[src/rtl/rd_handshake_rx.sv]
// Receive side of a 4-phase REQ/ACK crossing: qualifies a quasi-static bus by
// repeated sampling, pulses DATA_VALID on a stable word and returns ACK to the sender.
module rd_handshake_rx #(
    parameter int unsigned DATA_WIDTH     = 32,
    parameter int unsigned MAX_RETRIES    = 3,
    parameter int unsigned TIMEOUT_CYCLES = 1024,
    parameter int unsigned ERR_WIDTH      = 8
) (
    input  logic                  CLK,
    input  logic                  RST,
    input  logic                  REQ_SYNC,
    input  logic [DATA_WIDTH-1:0] DATA_IN,
    output logic [DATA_WIDTH-1:0] DATA_OUT,
    output logic                  DATA_VALID,
    output logic                  ACK,
    output logic                  BUSY,
    output logic                  CAPTURE_ERR,
    output logic                  TIMEOUT_ERR,
    output logic [ERR_WIDTH-1:0]  ERR_COUNT
);

    localparam int unsigned RetryWidth = 4;
    localparam int unsigned TimerWidth = (TIMEOUT_CYCLES > 1) ? $clog2(TIMEOUT_CYCLES) : 1;
    localparam bit          TimeoutEn  = (TIMEOUT_CYCLES != 0);
    localparam logic [RetryWidth-1:0] RetryMax  = RetryWidth'(MAX_RETRIES);
    localparam logic [TimerWidth-1:0] TimerLast = TimerWidth'(TIMEOUT_CYCLES - 1);

    typedef enum logic [1:0] {
        StIdle,
        StCheck,
        StAckHi,
        StDrain
    } state_e;

    state_e                 state_q, state_d;
    logic [DATA_WIDTH-1:0]  sample_q, sample_d;
    logic [RetryWidth-1:0]  retry_q, retry_d;
    logic [TimerWidth-1:0]  timer_q, timer_d;
    logic [DATA_WIDTH-1:0]  data_out_q, data_out_d;
    logic                   valid_q, valid_d;
    logic                   ack_q, ack_d;
    logic                   busy_q, busy_d;
    logic                   cap_err_q, cap_err_d;
    logic                   tmo_err_q, tmo_err_d;
    logic [ERR_WIDTH-1:0]   err_cnt_q, err_cnt_d;
    logic                   err_bump;

    always_comb begin
        state_d    = state_q;
        sample_d   = sample_q;
        retry_d    = retry_q;
        timer_d    = timer_q;
        data_out_d = data_out_q;
        valid_d    = 1'b0;
        ack_d      = ack_q;
        cap_err_d  = 1'b0;
        tmo_err_d  = 1'b0;
        err_cnt_d  = err_cnt_q;
        err_bump   = 1'b0;

        unique case (state_q)
            StIdle: begin
                if (REQ_SYNC) begin
                    sample_d = DATA_IN;
                    retry_d  = '0;
                    state_d  = StCheck;
                end
            end
            StCheck: begin
                // A request withdrawn before qualification is dropped silently.
                if (!REQ_SYNC) begin
                    state_d = StIdle;
                end else if (DATA_IN == sample_q) begin
                    data_out_d = sample_q;
                    valid_d    = 1'b1;
                    ack_d      = 1'b1;
                    timer_d    = '0;
                    state_d    = StAckHi;
                end else if (retry_q < RetryMax) begin
                    sample_d = DATA_IN;
                    retry_d  = retry_q + 1'b1;
                end else begin
                    // Still acknowledge so the sender is never stalled by a bad bus.
                    cap_err_d = 1'b1;
                    err_bump  = 1'b1;
                    ack_d     = 1'b1;
                    timer_d   = '0;
                    state_d   = StAckHi;
                end
            end
            StAckHi: begin
                if (!REQ_SYNC) begin
                    ack_d   = 1'b0;
                    timer_d = '0;
                    state_d = StIdle;
                end else if (TimeoutEn && (timer_q == TimerLast)) begin
                    tmo_err_d = 1'b1;
                    err_bump  = 1'b1;
                    ack_d     = 1'b0;
                    timer_d   = '0;
                    state_d   = StDrain;
                end else begin
                    timer_d = timer_q + 1'b1;
                end
            end
            StDrain: begin
                if (!REQ_SYNC) begin
                    state_d = StIdle;
                end
            end
            default: begin
                state_d = StIdle;
                ack_d   = 1'b0;
            end
        endcase

        if (err_bump && (err_cnt_q != '1)) begin
            err_cnt_d = err_cnt_q + 1'b1;
        end

        busy_d = (state_d != StIdle);
    end

    always_ff @(posedge CLK) begin
        if (RST) begin
            state_q    <= StIdle;
            sample_q   <= '0;
            retry_q    <= '0;
            timer_q    <= '0;
            data_out_q <= '0;
            valid_q    <= 1'b0;
            ack_q      <= 1'b0;
            busy_q     <= 1'b0;
            cap_err_q  <= 1'b0;
            tmo_err_q  <= 1'b0;
            err_cnt_q  <= '0;
        end else begin
            state_q    <= state_d;
            sample_q   <= sample_d;
            retry_q    <= retry_d;
            timer_q    <= timer_d;
            data_out_q <= data_out_d;
            valid_q    <= valid_d;
            ack_q      <= ack_d;
            busy_q     <= busy_d;
            cap_err_q  <= cap_err_d;
            tmo_err_q  <= tmo_err_d;
            err_cnt_q  <= err_cnt_d;
        end
    end

    assign DATA_OUT    = data_out_q;
    assign DATA_VALID  = valid_q;
    assign ACK         = ack_q;
    assign BUSY        = busy_q;
    assign CAPTURE_ERR = cap_err_q;
    assign TIMEOUT_ERR = tmo_err_q;
    assign ERR_COUNT   = err_cnt_q;

    // Event outputs are single-cycle pulses.
    a_valid_pulse : assert property (@(posedge CLK) disable iff (RST)
        DATA_VALID |=> !DATA_VALID);
    a_cap_err_pulse : assert property (@(posedge CLK) disable iff (RST)
        CAPTURE_ERR |=> !CAPTURE_ERR);
    a_tmo_err_pulse : assert property (@(posedge CLK) disable iff (RST)
        TIMEOUT_ERR |=> !TIMEOUT_ERR);
    a_ack_busy : assert property (@(posedge CLK) disable iff (RST)
        ACK |-> BUSY);

endmodule
[config.mk]
export PLATFORM = sky130hd
export DESIGN_NAME = rd_handshake_rx
export DESIGN_NICKNAME = d
export VERILOG_FILES = /design/src/rtl/rd_handshake_rx.sv
export SDC_FILE = /design/constraint.sdc
export NUM_CORES = 1
export LEC_CHECK = 0
export ABC_AREA = 1
export BUFFER_PORTS_ARGS = -buffer_cell sky130_fd_sc_hd__buf_2
export CORE_UTILIZATION = 50
export DETAILED_ROUTE_END_ITERATION = 8
export PLACE_DENSITY = 0.7
export SKIP_LAST_GASP = 1
export SYNTH_ARGS = -nofsm -noshare
export SYNTH_HDL_FRONTEND = slang
export SYNTH_SLANG_ARGS = --single-unit
export TNS_END_PERCENT = 30
[constraint.sdc]
create_clock -name CLK -period 2.65 [get_ports CLK]
set_clock_uncertainty 0.15 [all_clocks]
set_input_delay 0.265 -clock CLK [delete_from_list [all_inputs] [get_ports CLK]]
set_output_delay 0.265 -clock CLK [all_outputs]
set_load 0.02 [all_outputs]
==> summary.txt, run 1 <==
Crit path launch = state_q[1]
GRT Overall Usage = 23.3%
Setup bufs post-CTS = 0
Crit share post-route = 84.4%
Worst-path clk slew = 0.09 ns
Sequential-to-total area share from yosys stat = 40.3%
Most frequent cells in the layout = nand2_1, dfxtp_1, inv_1
Synth unique cells = 29
First-pass GRT wire length = 18,400 µm
MaxCap Viol Count = 0
Core Area = 8850 µm²
Routed via count = 4,261
Skew-Pair Late Insertion Delay = 0.36 ns
Die Width = 98.1 µm
Asr flop ratio synth = 0%
Startpoint Class = flip-flop
Average size of a mapped cell = 7.07 µm²
Vias in the first global route = 4,083
Pwr Density = 524 nW/µm²
CP endpoint = sample_q[16]
Full die area = 9620 µm²
F_max = 447 MHz
Top fanout value on the critical path = 36
Crit Path Class = flip-flop to flip-flop
R2R cell count = 9
Final Max Tran Viols = 0
Setup_tns = 0 ns
Synthesized cell area = 4620 µm²
Port Buffer Count = 79
CTS Root Buffer Type = clkbuf_8
I/O pin total = 80
YS warnings = 0
Final core utilization = 59.5%
Row count = 34
Crit. End Element = flip-flop
WP data arrival = 2.31 ns
Hold bufs inserted after CTS = 0
Iter 0 DRT Violations = 227
FILL cells = 854
Mapped Nets = 695
CTS Buf Count = 9
Die Span Y = 98.1 µm
Slew headroom = 54.3%
Layout Nets = 766
Antenna Nets Post-Route = 0
Resized Gates After CTS = 0
Number of inserted diodes = 0
Status = finished, violations left
# clock sinks = 93
Global route overflow = 0
# DRC = 2
RR Endpoint = sample_q[16]
Drt pass-1 iters = 7
Final Hold Viols = 0
Final setup viols = 0
Setup WS post-layout = 0.414 ns
PnR Total Power = 2.76 mW
Pleak = 2.23 nW
Synth Instances = 653
R2R setup slack = 0.41 ns
Final wirelength = 10,600 µm
Register bit count reported by yosys = 93
Share of cells above drive strength 1 = 19.0%
Wirelength per Cell = 12.7 µm
Worst slew pin tran = 0.685 ns
Worst hold slack = 0.0427 ns
GP Congestion = 0.880
Commonest non-fill, non-tap cell in the layout = nand2_1
Minimum clock period = 2.24 ns
Initial antenna violation count = 0
Worst reg2reg startpoint = state_q[1]
CP Data Required Time = 2.73 ns
Post-synth EDFFs = 0
TritonCTS clock tree = yes
Pin count of the biggest net entering global routing = 52
Placement Setup Slack = 0.450 ns
DP Wirelength = 7570 µm
# H-tree levels = 3
Peak supply drop = 242 µV
Initial Utilization = 52.2%
RSZ-0062 raised after global routing = no
Layout area overhead = 13.9%
Most common flop cell mapped by yosys = dfxtp_1
Vias per Instance = 5.10
Failing checks = DRC
Worst min path class = input pin to flip-flop
Longest Clk Path Bufs = 2
==> routing by layer <==
layer,GRT usage [%],vias to the layer above,part of all wire (%)
li1,-,2225,-
met1,30.4,1942,48
met2,39.3,82,47
met3,4.44,12,3.9
met4,6.18,0,0.98
met5,0,-,0
==> where the power goes <==
group          total (mW)  internal (mW)  switching (mW)
sequential           1.48           1.44          0.0385
clock               0.903          0.393           0.510
combinational       0.377          0.134           0.243
total                2.76           1.97           0.791
==> cells by family after synthesis <==
group / after synthesis / synth area share [%]
compound gates: 125 / 15.8
fa+ha+maj: 7 / 1.90
xor+xnor: 28 / 5.31
buf+inv: 113 / 9.92
simple gates: 287 / 26.7
flops: 93 / 40.3
==> worst min-delay path by stage <==
stage | from | to | cells past startpoint
floorplan | retry_q[2] | retry_q[2] | 2
global route | DATA_IN[2] | sample_q[2] | 3
finish | DATA_IN[13] | sample_q[13] | 3
detailed placement | retry_q[2] | retry_q[2] | 2
global placement | retry_q[2] | retry_q[2] | 2
CTS | DATA_IN[11] | sample_q[11] | 3
==> metrics by stage <==
step / cell area (µm²) / cells
after detailed placement: 5080 / 821
after global placement: 5080 / 821
after floorplan: 4620 / 653
after global routing: 5260 / 836
after CTS: 5260 / 836
final: 5260 / 836
==> flip-flops by register name, indices dropped and copies added, names as in the netlist, 2 cells and up <==
signal / count
retry_q: 4
DATA_OUT: 32
sample_q: 32
timer_q: 10
state_q: 2
ERR_COUNT: 8
==> Yosys cell counts, types with 6 or more instances <==
master	n	share of area [%]
nand2_1	158	13
dfxtp_1	93	40
inv_1	84	6.8
a21oi_1	54	5.9
nand3_1	54	5.9
nor2_1	49	4.0
o21ai_0	39	4.2
a21oi_2	26	4.9
xnor2_1	22	4.2
clkbuf_1	17	1.4
nand4_1	8	1.1
nor3_1	8	0.87
ha_1	7	1.9
xor2_1	6	1.1
==> worst max-delay path, stage by stage (launching register included) <==
cell	delay [ns]
dfxtp_1	0.36
inv_1	0.12
ha_1	0.20
inv_1	0.10
nor3_1	0.35
nand2_4	0.12
nand2_4	0.26
nand2_8	0.22
nand2_1	0.16
a21oi_2	0.06
==> area by class of cell <==
cell class | instances | area (µm²) | share of cell area (%)
Clock buffer | 11 | 151 | 2.88
Tap cell | 108 | 135 | 2.57
Clock inverter | 4 | 32.5 | 0.618
Sequential cell | 93 | 1860 | 35.4
Multi-Input combinational cell | 447 | 2300 | 43.7
Timing Repair Buffer | 88 | 463 | 8.80
Inverter | 85 | 319 | 6.06
Power figures use the tool's default switching activity.
==> run 2: changes to the inputs <==
--- a/config.mk
+++ b/config.mk
@@ -9,7 +9,7 @@
 export BUFFER_PORTS_ARGS = -buffer_cell sky130_fd_sc_hd__buf_2
 export CORE_UTILIZATION = 50
 export DETAILED_ROUTE_END_ITERATION = 8
-export PLACE_DENSITY = 0.7
+export PLACE_DENSITY = 0.73
 export SKIP_LAST_GASP = 1
 export SYNTH_ARGS = -nofsm -noshare
 export SYNTH_HDL_FRONTEND = slang
==> constraint.sdc (replaced) <==
create_clock -name CLK -period 1.9 [get_ports CLK]
set_clock_uncertainty 0.15 [all_clocks]
set_input_delay 0.19 -clock CLK [delete_from_list [all_inputs] [get_ports CLK]]
set_output_delay 0.19 -clock CLK [all_outputs]
set_load 0.02 [all_outputs]
==> summary.txt, run 2 (synthesis results as in run 1) <==
Worst min path class = input pin to flip-flop
Longest Clk Path Bufs = 2
Die Width = 98.1 µm
GP Congestion = 0.885
Initial Utilization = 52.2%
Setup WS post-layout = -0.118 ns
Layout area overhead = 37.6%
Top fanout value on the critical path = 9
# H-tree levels = 3
# clock sinks = 93
Met3 global-route usage = 3.79%
Worst-path clk slew = 0.10 ns
TritonCTS clock tree = yes
Die Span Y = 98.1 µm
Status = finished, violations left
Final Max Tran Viols = 0
Global route overflow = 0
Fin cells = 903
GRT busiest layer = met2
Antenna Nets Post-Route = 0
F_max = 496 MHz
Post-route cell area = 6350 µm²
I/O pin total = 80
CP Data Required Time = 2.05 ns
WP data arrival = 2.17 ns
Peak supply drop = 470 µV
MaxCap Viol Count = 0
Grt met1 use = 32.0%
Commonest non-fill, non-tap cell in the layout = nand2_1
Vias in the first global route = 4,484
Worst slew pin tran = 0.730 ns
Pleak = 2.73 nW
Core Area = 8850 µm²
Slew headroom = 51.3%
Area of placed instances = 5260 µm²
Initial antenna violation count = 0
Final core utilization = 71.8%
Port Buffer Count = 79
DP Wirelength = 7750 µm
Startpoint Class = flip-flop
Met2 Usage GRT = 45.2%
Crit. End Element = flip-flop
Iter 0 DRT Violations = 317
Row count = 34
Pin count of the biggest net entering global routing = 52
Layout Nets = 831
Full die area = 9620 µm²
Most frequent cells in the layout = nand2_1, inv_1, dfxtp_1
Minimum clock period = 2.02 ns
Final setup viols = 62
Placed cells = 838
Drt pass-1 iters = 8
CTS Root Buffer Type = clkbuf_8
Crit Path Class = flip-flop to flip-flop
FILL cells = 682
# DRC = 8
Failing checks = DRC, setup timing
RSZ-0062 raised after global routing = yes
First-pass GRT wire length = 20,400 µm
Skew-Pair Late Insertion Delay = 0.37 ns
PnR Total Power = 4.24 mW
Pwr Density = 668 nW/µm²
Final wirelength = 13,600 µm
Wirelength per Cell = 15.0 µm
Placement Setup Slack = -0.0585 ns
Share of cells above drive strength 1 = 29.3%
CTS Buf Count = 9
Crit share post-route = 106%
Routed via count = 4,885
GRT Overall Usage = 26.0%
Vias per Instance = 5.41
Final Hold Viols = 0
[run 2: metrics by stage]
stage | TNS, ns | hold slack, ns
floorplan | 0 | 0.205
global placement | -0.000393 | 0.277
finish | -3.53 | 0.0674
global route | -9.40 | 0.104
CTS | 0 | 0.0699
detailed placement | -1.27 | 0.279
[run 2: cell type report]
class	count	area [µm²]	share of cell area, %
clock inverter	6	70.1	1.10
antenna	1	2.50	0.0394
inverter	85	319	5.02
clock buffer	10	128	2.01
timing repair buffer	147	1160	18.2
sequential	93	1880	29.5
tap	108	135	2.13
multi-input combinational	453	2670	42.0
[run 2: power by group]
group | internal, mW | switching (mW) | leakage (nW) | total (mW)
clock network | 0.624 | 0.762 | 0.102 | 1.39
logic | 0.336 | 0.450 | 1.87 | 0.786
registers | 2.01 | 0.0611 | 0.759 | 2.07
total | 2.97 | 1.27 | 2.73 | 4.24
[run 2: critical path: stages, from the launching register on]
cell and delay, ns:
dfxtp_1 0.36, xnor2_2 0.25, nand2_1 0.10, nor2_1 0.12, nand2_1 0.08, nor2_2 0.11
nand2_2 0.11, nand2_4 0.13, nand2_8 0.10, nand2_4 0.16, nand2_1 0.11, a21oi_1 0.17
[run 2: worst paths after layout]
path                  end  slack [ns]          from  cells past startpoint
max          sample_q[31]       -0.12  sample_q[18]                     11
max reg2reg  sample_q[31]       -0.12  sample_q[18]                     11
min reg2reg   DATA_OUT[7]        0.30   DATA_OUT[7]                      2
min           TIMEOUT_ERR        0.07      REQ_SYNC                      5
[run 2: repair_timing]
action                     in CTS  in global routing
setup endpoints to repair      74                 90
setup buffers                   1                  4
resized for setup               9                 84
hold buffers                   32                  0
hold endpoints to repair       32                  0
cloned                          1                 10
pin swaps                       1                 18
[run 2: per-layer routing]
metal / vias up / share of wire [%]
met2: 215 / 50
li1: 2376 / -
met4: 0 / 2.7
met5: - / 0
met1: 2252 / 41
met3: 42 / 6.6
==> run 3: changes to the inputs <==
--- a/config.mk
+++ b/config.mk
@@ -5,11 +5,10 @@
 export SDC_FILE = /design/constraint.sdc
 export NUM_CORES = 1
 export LEC_CHECK = 0
-export ABC_AREA = 1
 export BUFFER_PORTS_ARGS = -buffer_cell sky130_fd_sc_hd__buf_2
 export CORE_UTILIZATION = 50
 export DETAILED_ROUTE_END_ITERATION = 8
-export PLACE_DENSITY = 0.73
+export PLACE_DENSITY = 0.74
 export SKIP_LAST_GASP = 1
 export SYNTH_ARGS = -nofsm -noshare
 export SYNTH_HDL_FRONTEND = slang
==> summary.txt, run 3 <==
Post-synth top cells = dfxtp_1, nand2_1, mux2i_1
Top fanout value on the critical path = 18
Pin count of the biggest net entering global routing = 83
Simple-Gate Fraction of Synth Area = 22.6%
Sequential-to-total area share from yosys stat = 42.0%
Post-synth EDFFs = 0
Global route overflow = 0
Synthesized cell area = 4430 µm²
Final wirelength = 13,200 µm
CP Data Required Time = 2.04 ns
Hold Path End = sample_q[12]
Min-Delay Path Depth = 4
Initial antenna violation count = 0
Mapped Nets = 513
Startpoint Class = flip-flop
Asr flop ratio synth = 0%
Count leader, synth = dfxtp_1
Worst reg2reg startpoint = sample_q[30]
Die Span Y = 96.2 µm
Slowest cell on the critical path = dfxtp_2
Core Area = 8380 µm²
CTS Buf Count = 9
Crit share post-route = 122%
Synth Instances = 471
# clock sinks = 93
Layout area overhead = 47.7%
Vias in the first global route = 4,279
WP data arrival = 2.46 ns
Pwr Density = 1010 nW/µm²
Crit-path max cell delay = 0.34 ns
Final core utilization = 78.1%
Initial Utilization = 52.9%
Iter 0 DRT Violations = 237
Synth unique cells = 62
Slew headroom = 65.2%
Final Hold Viols = 0
MaxCap Viol Count = 0
Status = finished, violations left
R2R cell count = 11
Failing checks = setup timing
Commonest non-fill, non-tap cell in the layout = buf_4
Routed via count = 4,438
Met2 Usage GRT = 48.0%
Largest family of logic cells by synthesized area = simple AND/OR/NAND/NOR gates
Full die area = 9250 µm²
Synth area leaders = dfxtp_1, mux2i_1, xor2_1
Critical path's top delay family = buffers and inverters
Setup WS post-layout = -0.415 ns
Worst hold slack = 0.0347 ns
Post-synthesis mux area share = 13.6%
RR Endpoint = sample_q[26]
Minimum clock period = 2.32 ns
YS warnings = 0
R2R setup slack = -0.42 ns
Placement Setup Slack = -0.450 ns
Yosys top cell area share = 42.0%
# DRC = 0
Met3 global-route usage = 5.85%
Drt pass-1 iters = 6
Number of inserted diodes = 0
Vias per Instance = 5.68
Xor/xnor share of the synthesized area = 6.32%
Die Width = 96.2 µm
Pleak = 2.96 nW
Peak supply drop = 691 µV
PnR Total Power = 6.58 mW
Hold wc startpoint = DATA_IN[12]
Layout Nets = 713
Worst-path clk slew = 0.11 ns
RSZ-0062 raised after global routing = yes
Row count = 33
DP Wirelength = 8040 µm
Crit. End Element = flip-flop
Crit path cell chain = xor2_1 -> nor4_1 -> buf_4 -> nand4_4 -> buf_8 -> buf_4 -> o21ai_4 -> nand2_2 -> buf_12 -> buf_12 -> mux2i_1
TritonCTS clock tree = yes
Port Buffer Count = 79
Area fraction in compound gates after synthesis = 9.88%
Longest Clk Path Bufs = 2
Crit path buf inv count = 5
Most common flop cell mapped by yosys = dfxtp_1
Crit Path Class = flip-flop to flip-flop
FILL cells = 518
GP Congestion = 0.851
Average size of a mapped cell = 9.41 µm²
Grt met1 use = 35.6%
Worst slew pin tran = 0.517 ns
Post-Synth Adder-Cell Area = 1.98%
Largest area contributor in the netlist = dfxtp_1
Share of cells above drive strength 1 = 40.4%
Wirelength per Cell = 16.9 µm
GRT busiest layer = met2
Worst min path class = input pin to flip-flop
GRT Overall Usage = 28.5%
Final setup viols = 89
Final Max Tran Viols = 0
CTS Root Buffer Type = clkbuf_8
F_max = 432 MHz
Register bit count reported by yosys = 93
# H-tree levels = 3
Antenna Nets Post-Route = 0
Skew-Pair Late Insertion Delay = 0.38 ns
Most frequent cells in the layout = buf_4, buf_2, dfxtp_1
I/O pin total = 80
First-pass GRT wire length = 20,400 µm
## run 3: what timing repair did
| item | CTS | global route |
|---|---|---|
| endpoints found under the hold margin | 30 | 0 |
| setup endpoints to repair | 90 | 90 |
| hold buffers | 30 | 0 |
| resized for setup | 16 | 40 |
| cloned | 2 | 1 |
| buffers inserted | 3 | 4 |
| pin swaps | 4 | 17 |
## run 3: how the worst max path moves through the flow
stage                       from      endpoint  slack [ns]  cells past startpoint
global placement    sample_q[29]  DATA_OUT[18]       -0.36                      9
CTS                 sample_q[30]   DATA_OUT[0]       -0.36                     10
finish              sample_q[30]  sample_q[26]       -0.42                     11
global route        sample_q[27]  DATA_OUT[31]       -0.49                     10
floorplan             timer_q[0]  ERR_COUNT[6]       -0.24                      8
detailed placement  sample_q[29]   DATA_OUT[0]       -0.45                      9
## run 3: layout make-up
| class | count | area, µm² | area share, % |
|---|---|---|---|
| multi-input combinational | 345 | 2670 | 40.8 |
| sequential | 93 | 1890 | 28.8 |
| timing repair buffer | 216 | 1660 | 25.3 |
| tap | 105 | 131 | 2.01 |
| clock buffer | 9 | 124 | 1.89 |
| clock inverter | 7 | 55.1 | 0.841 |
| inverter | 6 | 22.5 | 0.344 |
## run 3: worst min-delay path, stage by stage
cell	delay, ns
buf_2	0.11
buf_4	0.12
nand2_1	0.04
mux2i_1	0.06
## run 3: logic make-up after synthesis
logic type / after synthesis
buffers and inverters: 33
and+or+nand+nor: 190
muxes: 59
DFF: 93
AOI/OAI and AO/OA: 57
xor gates and xnor gates: 32
adders and majority gates: 7
## run 3: per-layer routing
| layer | share of wire, % | routed length, µm |
|---|---|---|
| met5 | 0 | 0 |
| met4 | 3.3 | 431 |
| met3 | 6.1 | 801 |
| met2 | 50 | 6560 |
| met1 | 41 | 5380 |
## run 3: per-stage QoR
stage	cell area, µm²	instances	setup TNS, ns
2_1_floorplan	4510	471	-13.04
3_3_place_gp	5740	727	-25.98
3_5_place_dp	5740	727	-31.48
4_1_cts	6370	778	-26.49
5_1_grt	6550	781	-36.78
6_report	6550	781	-28.30
## run 3: power breakdown
part           internal, mW  leakage [nW]  switching (mW)
combinational          1.45          2.11            1.36
clock                 0.495        0.0923           0.796
sequential             2.26         0.763           0.224
total                  4.20          2.96            2.38
